==> src/rtl/alu_writeback_unit_if.sv <==
// Request/writeback bus for alu_writeback_unit.
// master: the requester that issues operations and observes writebacks.
// slave: the execution unit.
interface alu_writeback_unit_if #(
  parameter int WIDTH = 16,
  parameter int NREG  = 16,
  parameter int AW    = $clog2(NREG)
);
  logic                  in_valid;
  logic                  in_ready;
  logic [1:0]            op;
  logic [AW-1:0]         rd;
  logic [WIDTH-1:0]      rs1;
  logic [WIDTH-1:0]      rs2;
  logic                  cin;
  logic                  bin;
  logic                  wb_valid;
  logic [AW-1:0]         wb_rd;
  logic [WIDTH-1:0]      wb_data;
  logic [WIDTH-1:0]      mul_hi;
  logic                  flag_c;
  logic                  flag_z;
  logic [NREG*WIDTH-1:0] regs_flat;

  modport master (
    output in_valid, op, rd, rs1, rs2, cin, bin,
    input  in_ready, wb_valid, wb_rd, wb_data, mul_hi, flag_c, flag_z, regs_flat
  );

  modport slave (
    input  in_valid, op, rd, rs1, rs2, cin, bin,
    output in_ready, wb_valid, wb_rd, wb_data, mul_hi, flag_c, flag_z, regs_flat
  );
endinterface

==> src/rtl/alu_writeback_unit.sv <==
// Clocked ALU with register-file writeback.
// Handles ADD/SUB/MOV in one execute cycle and unsigned MUL as a
// WIDTH-cycle radix-2 shift-add, then writes the result into an
// NREG x WIDTH register file that is exported flat.
module alu_writeback_unit #(
  parameter  int WIDTH = 16,
  parameter  int NREG  = 16,
  localparam int AW    = $clog2(NREG)
) (
  input logic               clk,
  input logic               rst,
  alu_writeback_unit_if.slave bus
);

  typedef enum logic [1:0] {IDLE, EXEC, MUL, WB} state_t;
  typedef enum logic [1:0] {OP_ADD, OP_SUB, OP_MUL, OP_MOV} op_t;

  state_t             state_q, state_d;
  op_t                op_q, op_d;
  logic [AW-1:0]      rd_q, rd_d;
  logic [WIDTH-1:0]   a_q, a_d;
  logic [WIDTH-1:0]   b_q, b_d;
  logic               cin_q, cin_d;
  logic               bin_q, bin_d;
  logic [2*WIDTH-1:0] acc_q, acc_d;
  logic [4:0]         cnt_q, cnt_d;
  logic [AW-1:0]      wb_rd_q, wb_rd_d;
  logic [WIDTH-1:0]   wb_data_q, wb_data_d;
  logic [WIDTH-1:0]   mul_hi_q, mul_hi_d;
  logic               flag_c_q, flag_c_d;
  logic               flag_z_q, flag_z_d;
  logic [WIDTH-1:0]   regs_q [NREG];
  logic [WIDTH-1:0]   regs_d [NREG];

  logic [WIDTH:0]     res;
  logic [WIDTH:0]     mul_sum;

  // Next-state, operand capture, execute and writeback computation
  always_comb begin
    state_d   = state_q;
    op_d      = op_q;
    rd_d      = rd_q;
    a_d       = a_q;
    b_d       = b_q;
    cin_d     = cin_q;
    bin_d     = bin_q;
    acc_d     = acc_q;
    cnt_d     = cnt_q;
    wb_rd_d   = wb_rd_q;
    wb_data_d = wb_data_q;
    mul_hi_d  = mul_hi_q;
    flag_c_d  = flag_c_q;
    flag_z_d  = flag_z_q;
    regs_d    = regs_q;
    res       = '0;
    mul_sum   = '0;

    case (state_q)
      IDLE: begin
        if (bus.in_valid) begin
          op_d    = op_t'(bus.op);
          rd_d    = bus.rd;
          a_d     = bus.rs1;
          b_d     = bus.rs2;
          cin_d   = bus.cin;
          bin_d   = bus.bin;
          acc_d   = {{WIDTH{1'b0}}, bus.rs2};
          cnt_d   = '0;
          state_d = (op_t'(bus.op) == OP_MUL) ? MUL : EXEC;
        end
      end

      MUL: begin
        // Multiplier bits shift out of the low half while partial sums enter the high half.
        mul_sum = acc_q[0] ? ({1'b0, acc_q[2*WIDTH-1:WIDTH]} + {1'b0, a_q})
                           : {1'b0, acc_q[2*WIDTH-1:WIDTH]};
        acc_d   = {mul_sum, acc_q[WIDTH-1:1]};
        cnt_d   = cnt_q + 5'd1;
        // MUL finishes through EXEC so result selection and flag update share one path.
        if (cnt_q == 5'(WIDTH - 1)) begin
          state_d = EXEC;
        end
      end

      EXEC: begin
        case (op_q)
          OP_ADD: res = {1'b0, a_q} + {1'b0, b_q} + (WIDTH+1)'(cin_q);
          OP_SUB: res = {1'b0, a_q} - {1'b0, b_q} - (WIDTH+1)'(bin_q);
          OP_MUL: begin
            res      = {1'b0, acc_q[WIDTH-1:0]};
            mul_hi_d = acc_q[2*WIDTH-1:WIDTH];
          end
          default: res = {1'b0, a_q};
        endcase
        wb_rd_d   = rd_q;
        wb_data_d = res[WIDTH-1:0];
        flag_c_d  = res[WIDTH];
        flag_z_d  = (res[WIDTH-1:0] == '0);
        state_d   = WB;
      end

      WB: begin
        regs_d[wb_rd_q] = wb_data_q;
        state_d         = IDLE;
      end

      default: state_d = IDLE;
    endcase
  end

  // State and datapath registers; reset aborts any operation in flight
  always_ff @(posedge clk) begin
    if (rst) begin
      state_q   <= IDLE;
      op_q      <= OP_ADD;
      rd_q      <= '0;
      a_q       <= '0;
      b_q       <= '0;
      cin_q     <= 1'b0;
      bin_q     <= 1'b0;
      acc_q     <= '0;
      cnt_q     <= '0;
      wb_rd_q   <= '0;
      wb_data_q <= '0;
      mul_hi_q  <= '0;
      flag_c_q  <= 1'b0;
      flag_z_q  <= 1'b0;
      regs_q    <= '{default: '0};
    end else begin
      state_q   <= state_d;
      op_q      <= op_d;
      rd_q      <= rd_d;
      a_q       <= a_d;
      b_q       <= b_d;
      cin_q     <= cin_d;
      bin_q     <= bin_d;
      acc_q     <= acc_d;
      cnt_q     <= cnt_d;
      wb_rd_q   <= wb_rd_d;
      wb_data_q <= wb_data_d;
      mul_hi_q  <= mul_hi_d;
      flag_c_q  <= flag_c_d;
      flag_z_q  <= flag_z_d;
      regs_q    <= regs_d;
    end
  end

  // Output drive: handshake and writeback strobes decode directly from state
  always_comb begin
    bus.in_ready  = (state_q == IDLE);
    bus.wb_valid  = (state_q == WB);
    bus.wb_rd     = wb_rd_q;
    bus.wb_data   = wb_data_q;
    bus.mul_hi    = mul_hi_q;
    bus.flag_c    = flag_c_q;
    bus.flag_z    = flag_z_q;
    bus.regs_flat = '0;
    for (int unsigned i = 0; i < NREG; i++) begin
      bus.regs_flat[i*WIDTH +: WIDTH] = regs_q[i];
    end
  end

endmodule

==> src/flat_wrapper.sv <==
// flat-port wrapper written by rule: the top's interface ports become plain ports
module alu_writeback_unit_flat 
#(
  parameter  int WIDTH = 16,
  parameter  int NREG  = 16,
  localparam int AW    = $clog2(NREG)
)
  (clk, rst, bus_in_valid, bus_op, bus_rd, bus_rs1, bus_rs2, bus_cin, bus_bin, bus_in_ready, bus_wb_valid, bus_wb_rd, bus_wb_data, bus_mul_hi, bus_flag_c, bus_flag_z, bus_regs_flat);
  alu_writeback_unit_if #(.WIDTH(WIDTH), .NREG(NREG)) bus_i ();
  input logic clk;
  input logic rst;
  input wire logic [$bits(bus_i.in_valid)-1:0] bus_in_valid;
  input wire logic [$bits(bus_i.op)-1:0] bus_op;
  input wire logic [$bits(bus_i.rd)-1:0] bus_rd;
  input wire logic [$bits(bus_i.rs1)-1:0] bus_rs1;
  input wire logic [$bits(bus_i.rs2)-1:0] bus_rs2;
  input wire logic [$bits(bus_i.cin)-1:0] bus_cin;
  input wire logic [$bits(bus_i.bin)-1:0] bus_bin;
  output wire logic [$bits(bus_i.in_ready)-1:0] bus_in_ready;
  output wire logic [$bits(bus_i.wb_valid)-1:0] bus_wb_valid;
  output wire logic [$bits(bus_i.wb_rd)-1:0] bus_wb_rd;
  output wire logic [$bits(bus_i.wb_data)-1:0] bus_wb_data;
  output wire logic [$bits(bus_i.mul_hi)-1:0] bus_mul_hi;
  output wire logic [$bits(bus_i.flag_c)-1:0] bus_flag_c;
  output wire logic [$bits(bus_i.flag_z)-1:0] bus_flag_z;
  output wire logic [$bits(bus_i.regs_flat)-1:0] bus_regs_flat;
  assign bus_i.in_valid = bus_in_valid;
  assign bus_i.op = bus_op;
  assign bus_i.rd = bus_rd;
  assign bus_i.rs1 = bus_rs1;
  assign bus_i.rs2 = bus_rs2;
  assign bus_i.cin = bus_cin;
  assign bus_i.bin = bus_bin;
  assign bus_in_ready = bus_i.in_ready;
  assign bus_wb_valid = bus_i.wb_valid;
  assign bus_wb_rd = bus_i.wb_rd;
  assign bus_wb_data = bus_i.wb_data;
  assign bus_mul_hi = bus_i.mul_hi;
  assign bus_flag_c = bus_i.flag_c;
  assign bus_flag_z = bus_i.flag_z;
  assign bus_regs_flat = bus_i.regs_flat;
  alu_writeback_unit #(.WIDTH(WIDTH), .NREG(NREG)) u_core (.clk(clk), .rst(rst), .bus(bus_i));
endmodule
==> config.mk <==
export PLATFORM = sky130hd
export DESIGN_NAME = alu_writeback_unit_flat
export DESIGN_NICKNAME = d
export VERILOG_FILES = /design/src/rtl/alu_writeback_unit_if.sv /design/src/rtl/alu_writeback_unit.sv /design/src/flat_wrapper.sv
export SDC_FILE = /design/constraint.sdc
export NUM_CORES = 1
export LEC_CHECK = 0
export ABC_CLOCK_PERIOD_IN_PS = 4200
export BUFFER_PORTS_ARGS = -buffer_cell sky130_fd_sc_hd__buf_4
export CELL_PAD_IN_SITES_DETAIL_PLACEMENT = 0
export CELL_PAD_IN_SITES_GLOBAL_PLACEMENT = 1
export CORE_ASPECT_RATIO = 1.2
export CORE_MARGIN = 2
export CORE_UTILIZATION = 40
export DETAILED_ROUTE_END_ITERATION = 7
export GPL_TIMING_DRIVEN = 0
export PLACE_DENSITY = 0.87
export SYNTH_ARGS = -nofsm -noshare
export SYNTH_HDL_FRONTEND = slang
export SYNTH_SLANG_ARGS = --single-unit
==> constraint.sdc <==
create_clock -name clk -period 4.2 [get_ports clk]
set_clock_uncertainty 0.1 [all_clocks]
set_input_delay 0.21 -clock clk [delete_from_list [all_inputs] [get_ports clk]]
set_output_delay 0.21 -clock clk [all_outputs]
set_load 0.02 [all_outputs]
Yosys cells after proc, flatten, opt, wreduce, memory -nomap -nowiden
Cells that the tools add are included.

storage, ports and cells
  register bits after elaboration = 373
  latch bits = 0
  bits in writable memories = 0
  bits in read-only memories = 0
  memories = 0

cells by class
  add/sub/neg operators = 6
  multiply operators = 0
  div/mod/pow operators = 0
  order comparisons = 2
  eq/ne operators = 9
  shift-type cells = 0
  mux-type cells = 14
  bitwise gates (word level) = 1
  reduce and logical (&&, ||, !) cells = 9

operators by type and width
  operator             count
  $bwmux 256           1
  $demux 16 s4         1
  $pmux 32 s2          1
  $pmux 17 s3          1
  $add 16x16->17       2
  $mux 17              2
  $mux 32              1
  $add 17x1->17        1
  $sub 16x16->17       1
  $sub 17x1->17        1
  $logic_not 16->1     1
  $mux 16              1
  $pmux 5 s2           1
  $eq 2x2->1 const B   4
  $pmux 2 s4           1
  $reduce_and 2->1     4
  $mux 2               3
  $add 5x1->5 const B  1
  $eq 5x4->1 const B   1
  $ge 5x5->1 const B   1
  $lt 5x1->1 const B   1
  $mux 5               1
  $not 4->5            1
  $eq 2x1->1 const B   2
  5 further kinds      6

Logic depth before layout (Yosys ltp)
  word-level depth = 6
  depth in mapped cells = 14
  depth with buffers taken out = 13

Least setup slack after synthesis
No wires, ideal clock.

  path type = register -> register
  start point = register u_core.a_q[4]
  end point = register u_core.flag_z_q (netlist: u_core.bus.flag_z)
  setup time = 0.114 ns
  arrival = 3.276 ns
  data required time = 3.986 ns
  setup slack = 0.710 ns
  cell stages (with the launch flop) = 13
  path buffers = 0
  cell sequence = dfxtp_1 inv_1 ha_1 inv_1 ha_1 or4b_1 o221a_4 a211o_1 a41o_1 a31oi_1 xor2_1 mux4_2 a21o_1

between the ends
  longest elaborated chain between the ends = 5
  elaborated cells on any way between the ends = 7
  classes of those cells = add/sub (4); mux (2); reduce/logical (1)

RTL lines
  item                                              line                                                text
  start, declared                                   alu_writeback_unit.sv:21                            logic [WIDTH-1:0] a_q, a_d;
  start signal, assigned                            alu_writeback_unit.sv:117                           a_q <= '0;
  start signal, assigned                            alu_writeback_unit.sv:133                           a_q <= a_d;
  $sub 16x16->17 or $add 16x16->17 (tied branches)  alu_writeback_unit.sv:88, alu_writeback_unit.sv:87
  $sub 17x1->17 or $add 17x1->17 (tied branches)    alu_writeback_unit.sv:88, alu_writeback_unit.sv:87
  $pmux 17 s3 (*)                                   alu_writeback_unit.sv:86                            case (op_q)
  $mux 17 (*)                                       alu_writeback_unit.sv:58                            case (state_q)
  $logic_not 16->1 (*)                              alu_writeback_unit.sv:98                            flag_z_d = (res[WIDTH-1:0] == '0);
  end signal, assigned                              alu_writeback_unit.sv:143                           flag_z_q <= flag_z_d;
  end, declared                                     alu_writeback_unit.sv:31                            logic flag_z_q, flag_z_d;

Mark *: on every way between the ends. The rest lies on a longest branch, timed or not. The select of a mux whose other input is x is not followed.
A chain may end at the register's enable or synchronous reset.

Final worst setup path
Ends and elaborated chain as after synthesis.

==> summary.txt <==
initial core utilization -> 40.62%
Max Cap Violations -> 0
met1 GRT Util -> 31.18%
RSZ-0062 raised after global routing -> false
critical path required time -> 4530 ps
grt peak-use layer -> met2
insertion delay to the later sink of the worst-skew pair -> 540 ps
final hold violations -> 0
core area -> 39840 um2
top cells by area, synth -> dfxtp_1 46%, nand2_1 16%, a21oi_1 11%
fin. max-slew vios -> 0
Synth Area per Inst -> 7.799 um2
Die ar. -> 42090 um2
total CTS buffers -> 39
final worst slack -> 309.2 ps
Final Cycle Share -> 92.64%
kind of critical path -> flop to flop
H-tree Lvls -> 2
Layout Area Growth over Synthesis -> 30.05%
asr flop ratio synth -> 0%
antenna violations before repair -> 0
DRT antenna net count -> 0
Layout Utilization -> 52.83%
FF+latch count, synth -> 373
vias in the first global route -> 15.16k
maximum VDD drop -> 0.3101 mV
1st-pass router iterations -> 5
drc violations -> 0
Crit-path slowest cell -> or4b_1
GPL Wtd Cong -> 0.9306
Max Buffers Root-to-Sink -> 3
sequential fraction of the synthesis area -> 46.14%
CP Launch Type -> flop
critical path arrival -> 4220 ps
clock sink count -> 373
pre-CTS setup slack -> 308.2 ps
worst-path cell chain -> inv_1 -> ha_1 -> inv_1 -> ha_1 -> or4b_1 -> o221a_4 -> a211o_1 -> a41o_1 -> a31oi_1 -> xor2_1 -> mux4_2 -> a21o_1
worst hold path class -> primary input to flop
Final min period -> 3891 ps
EDFF count, synth -> 0
Mapped Cells -> 2075
clk slew on worst S/H paths -> 60 ps
initial DRC count -> 1092
net count after synthesis -> 2190
DP HPWL -> 44350 um
via count -> 15.89k
Critical Path Max Stage Delay -> 550 ps
CTS tree -> done
GR Overflow Total -> 0
Worst setup EP type -> flop
# resized after CTS -> 0
nets -> 2609
area leader, netlist -> dfxtp_1
Fill cells -> 3847
WP buf/inv -> 2
WL per Instance -> 18.87 um
Synth Warn # -> 0
Via density -> 5.207
met2 Use GR -> 47.08%
met3 track demand over resource -> 3.495%
worst-margin pin slew -> 952.4 ps
relative slew slack -> 36.02%
leakage -> 0.008246 uW
input/output buffers -> 338
gr usage total -> 26.33%
status -> completed
die height -> 224.3 um
Root Buffer -> clkbuf_16
# setup viols final -> 0
Top delay family on crit path -> compound AO/OA/AOI/OAI gates
first-pass GRT wire length -> 85840 um
synthesized area -> 16180 um2
Ports -> 339
pin count of the biggest net entering global routing -> 14
Netlist cell types -> 69
drt total wl -> 57580 um
Die Wd -> 187.6 um
share of layout cells above drive strength 1 -> 16.79%
max frequency -> 257.0 MHz
commonest cells in the netlist -> 670 x nand2_1, 373 x dfxtp_1, 352 x a21oi_1, 131 x clkbuf_1, 100 x nor2_1
Critical Path Fanout Max -> 6
most frequent cell after synthesis -> nand2_1
ANT cells -> 0
Synth Flop Type -> dfxtp_1
Synth top area share -> 46.14%
power per standard cell area -> 497.3 nW/um2
Fin Setup TNS -> 0 ps
Rows -> 80
Pwr Total -> 10470 uW
stage by stage:
step / instance area, um2 / std cells / hold slack, ps
2_1_floorplan: 16180 / 2075 / 246.0
3_3_place_gp: 19390 / 2946 / 343.1
3_5_place_dp: 19390 / 2946 / 347.2
4_1_cts: 21050 / 3052 / 261.9
5_1_grt: 21050 / 3052 / 328.0
6_report: 21050 / 3052 / 277.9
power breakdown:
| group | internal (uW) | switching, uW |
|---|---|---|
| Clock | 2010 | 1430 |
| Combinational | 1070 | 1990 |
| Sequential | 3730 | 228 |
flip-flops by register name, indices dropped and copies added (netlist names), 2 cells and up:
register,count
u_core.acc_q,32
u_core.state_q,2
u_core.cnt_q,5
u_core.bus.mul_hi,16
u_core.a_q,16
u_core.rd_q,4
u_core.b_q,16
u_core.bus.wb_rd,4
u_core.bus.regs_flat,256
u_core.op_q,2
u_core.bus.wb_data,16
metal layers:
layer	vias to the layer above	share of wire, %	wire, um
li1	7749	-	-
met1	7407	40	22900
met2	603	49	28310
met3	132	6.4	3674
met4	0	4.7	2693
met5	-	0	0
final timing paths:
check,from,endpoint,slack (ps),cells past startpoint
min reg2reg,u_core.bus.regs_flat[187],u_core.bus.regs_flat[187],350,2
max reg2reg,u_core.a_q[4],u_core.bus.flag_z,310,12
min,bus_in_valid,u_core.a_q[0],280,5
max,u_core.a_q[4],u_core.bus.flag_z,310,12
layout by cell type (no fill, tap or decap), types with 7 or more instances in the layout:
master         instances
mux2i_1               23
dlygate4sd3_1         40
and2_1                 7
nor3_1                34
nand2b_1              10
xnor2_1               23
clkbuf_16             40
o22ai_1               13
clkbuf_1             140
buf_1                  7
o31ai_1                9
clkbuf_8               8
nor2_1               100
nand2_1              670
inv_1                 61
mux4_2                 8
o21ai_0               17
nor2b_1               12
a211oi_1              14
buf_4                338
and3_1                 8
dfxtp_1              373
xor2_1                10
a21oi_1              352
a21o_1                 8
nand3_1               13
ha_1                  67
worst min-delay path, cell delays in order:
cell and delay (ps):
buf_4 90, nand2_1 130, clkbuf_1 250, nand2_1 120, a21oi_1 60
timing repair:
action / CTS / global route
buffers inserted: 0 / 0
hold endpoints to repair: 56 / 0
setup endpoints to repair: 0 / 0
hold buffers: 40 / 0
layout make-up:
class                           count  area, um2  area share, %
Timing Repair Buffer              378       2938          13.96
Tap cell                          533      666.9          3.169
Buffer                            140      528.0          2.509
Clock inverter                      9      113.9         0.5410
Inverter                           63      236.5          1.124
Sequential cell                   373       7467          35.48
Clock buffer                       57       1145          5.440
Multi-Input combinational cell   1499       7951          37.78
cell families after synthesis:
family	Yosys count	share of synthesized area, %
compound gates	472	16.43
xor+xnor	33	1.786
fa+ha+maj	72	5.799
buf+inv	203	4.724
flops	373	46.14
mux	36	2.884
simple gates	886	22.24
No activity file was read; power rests on OpenSTA's default activity.
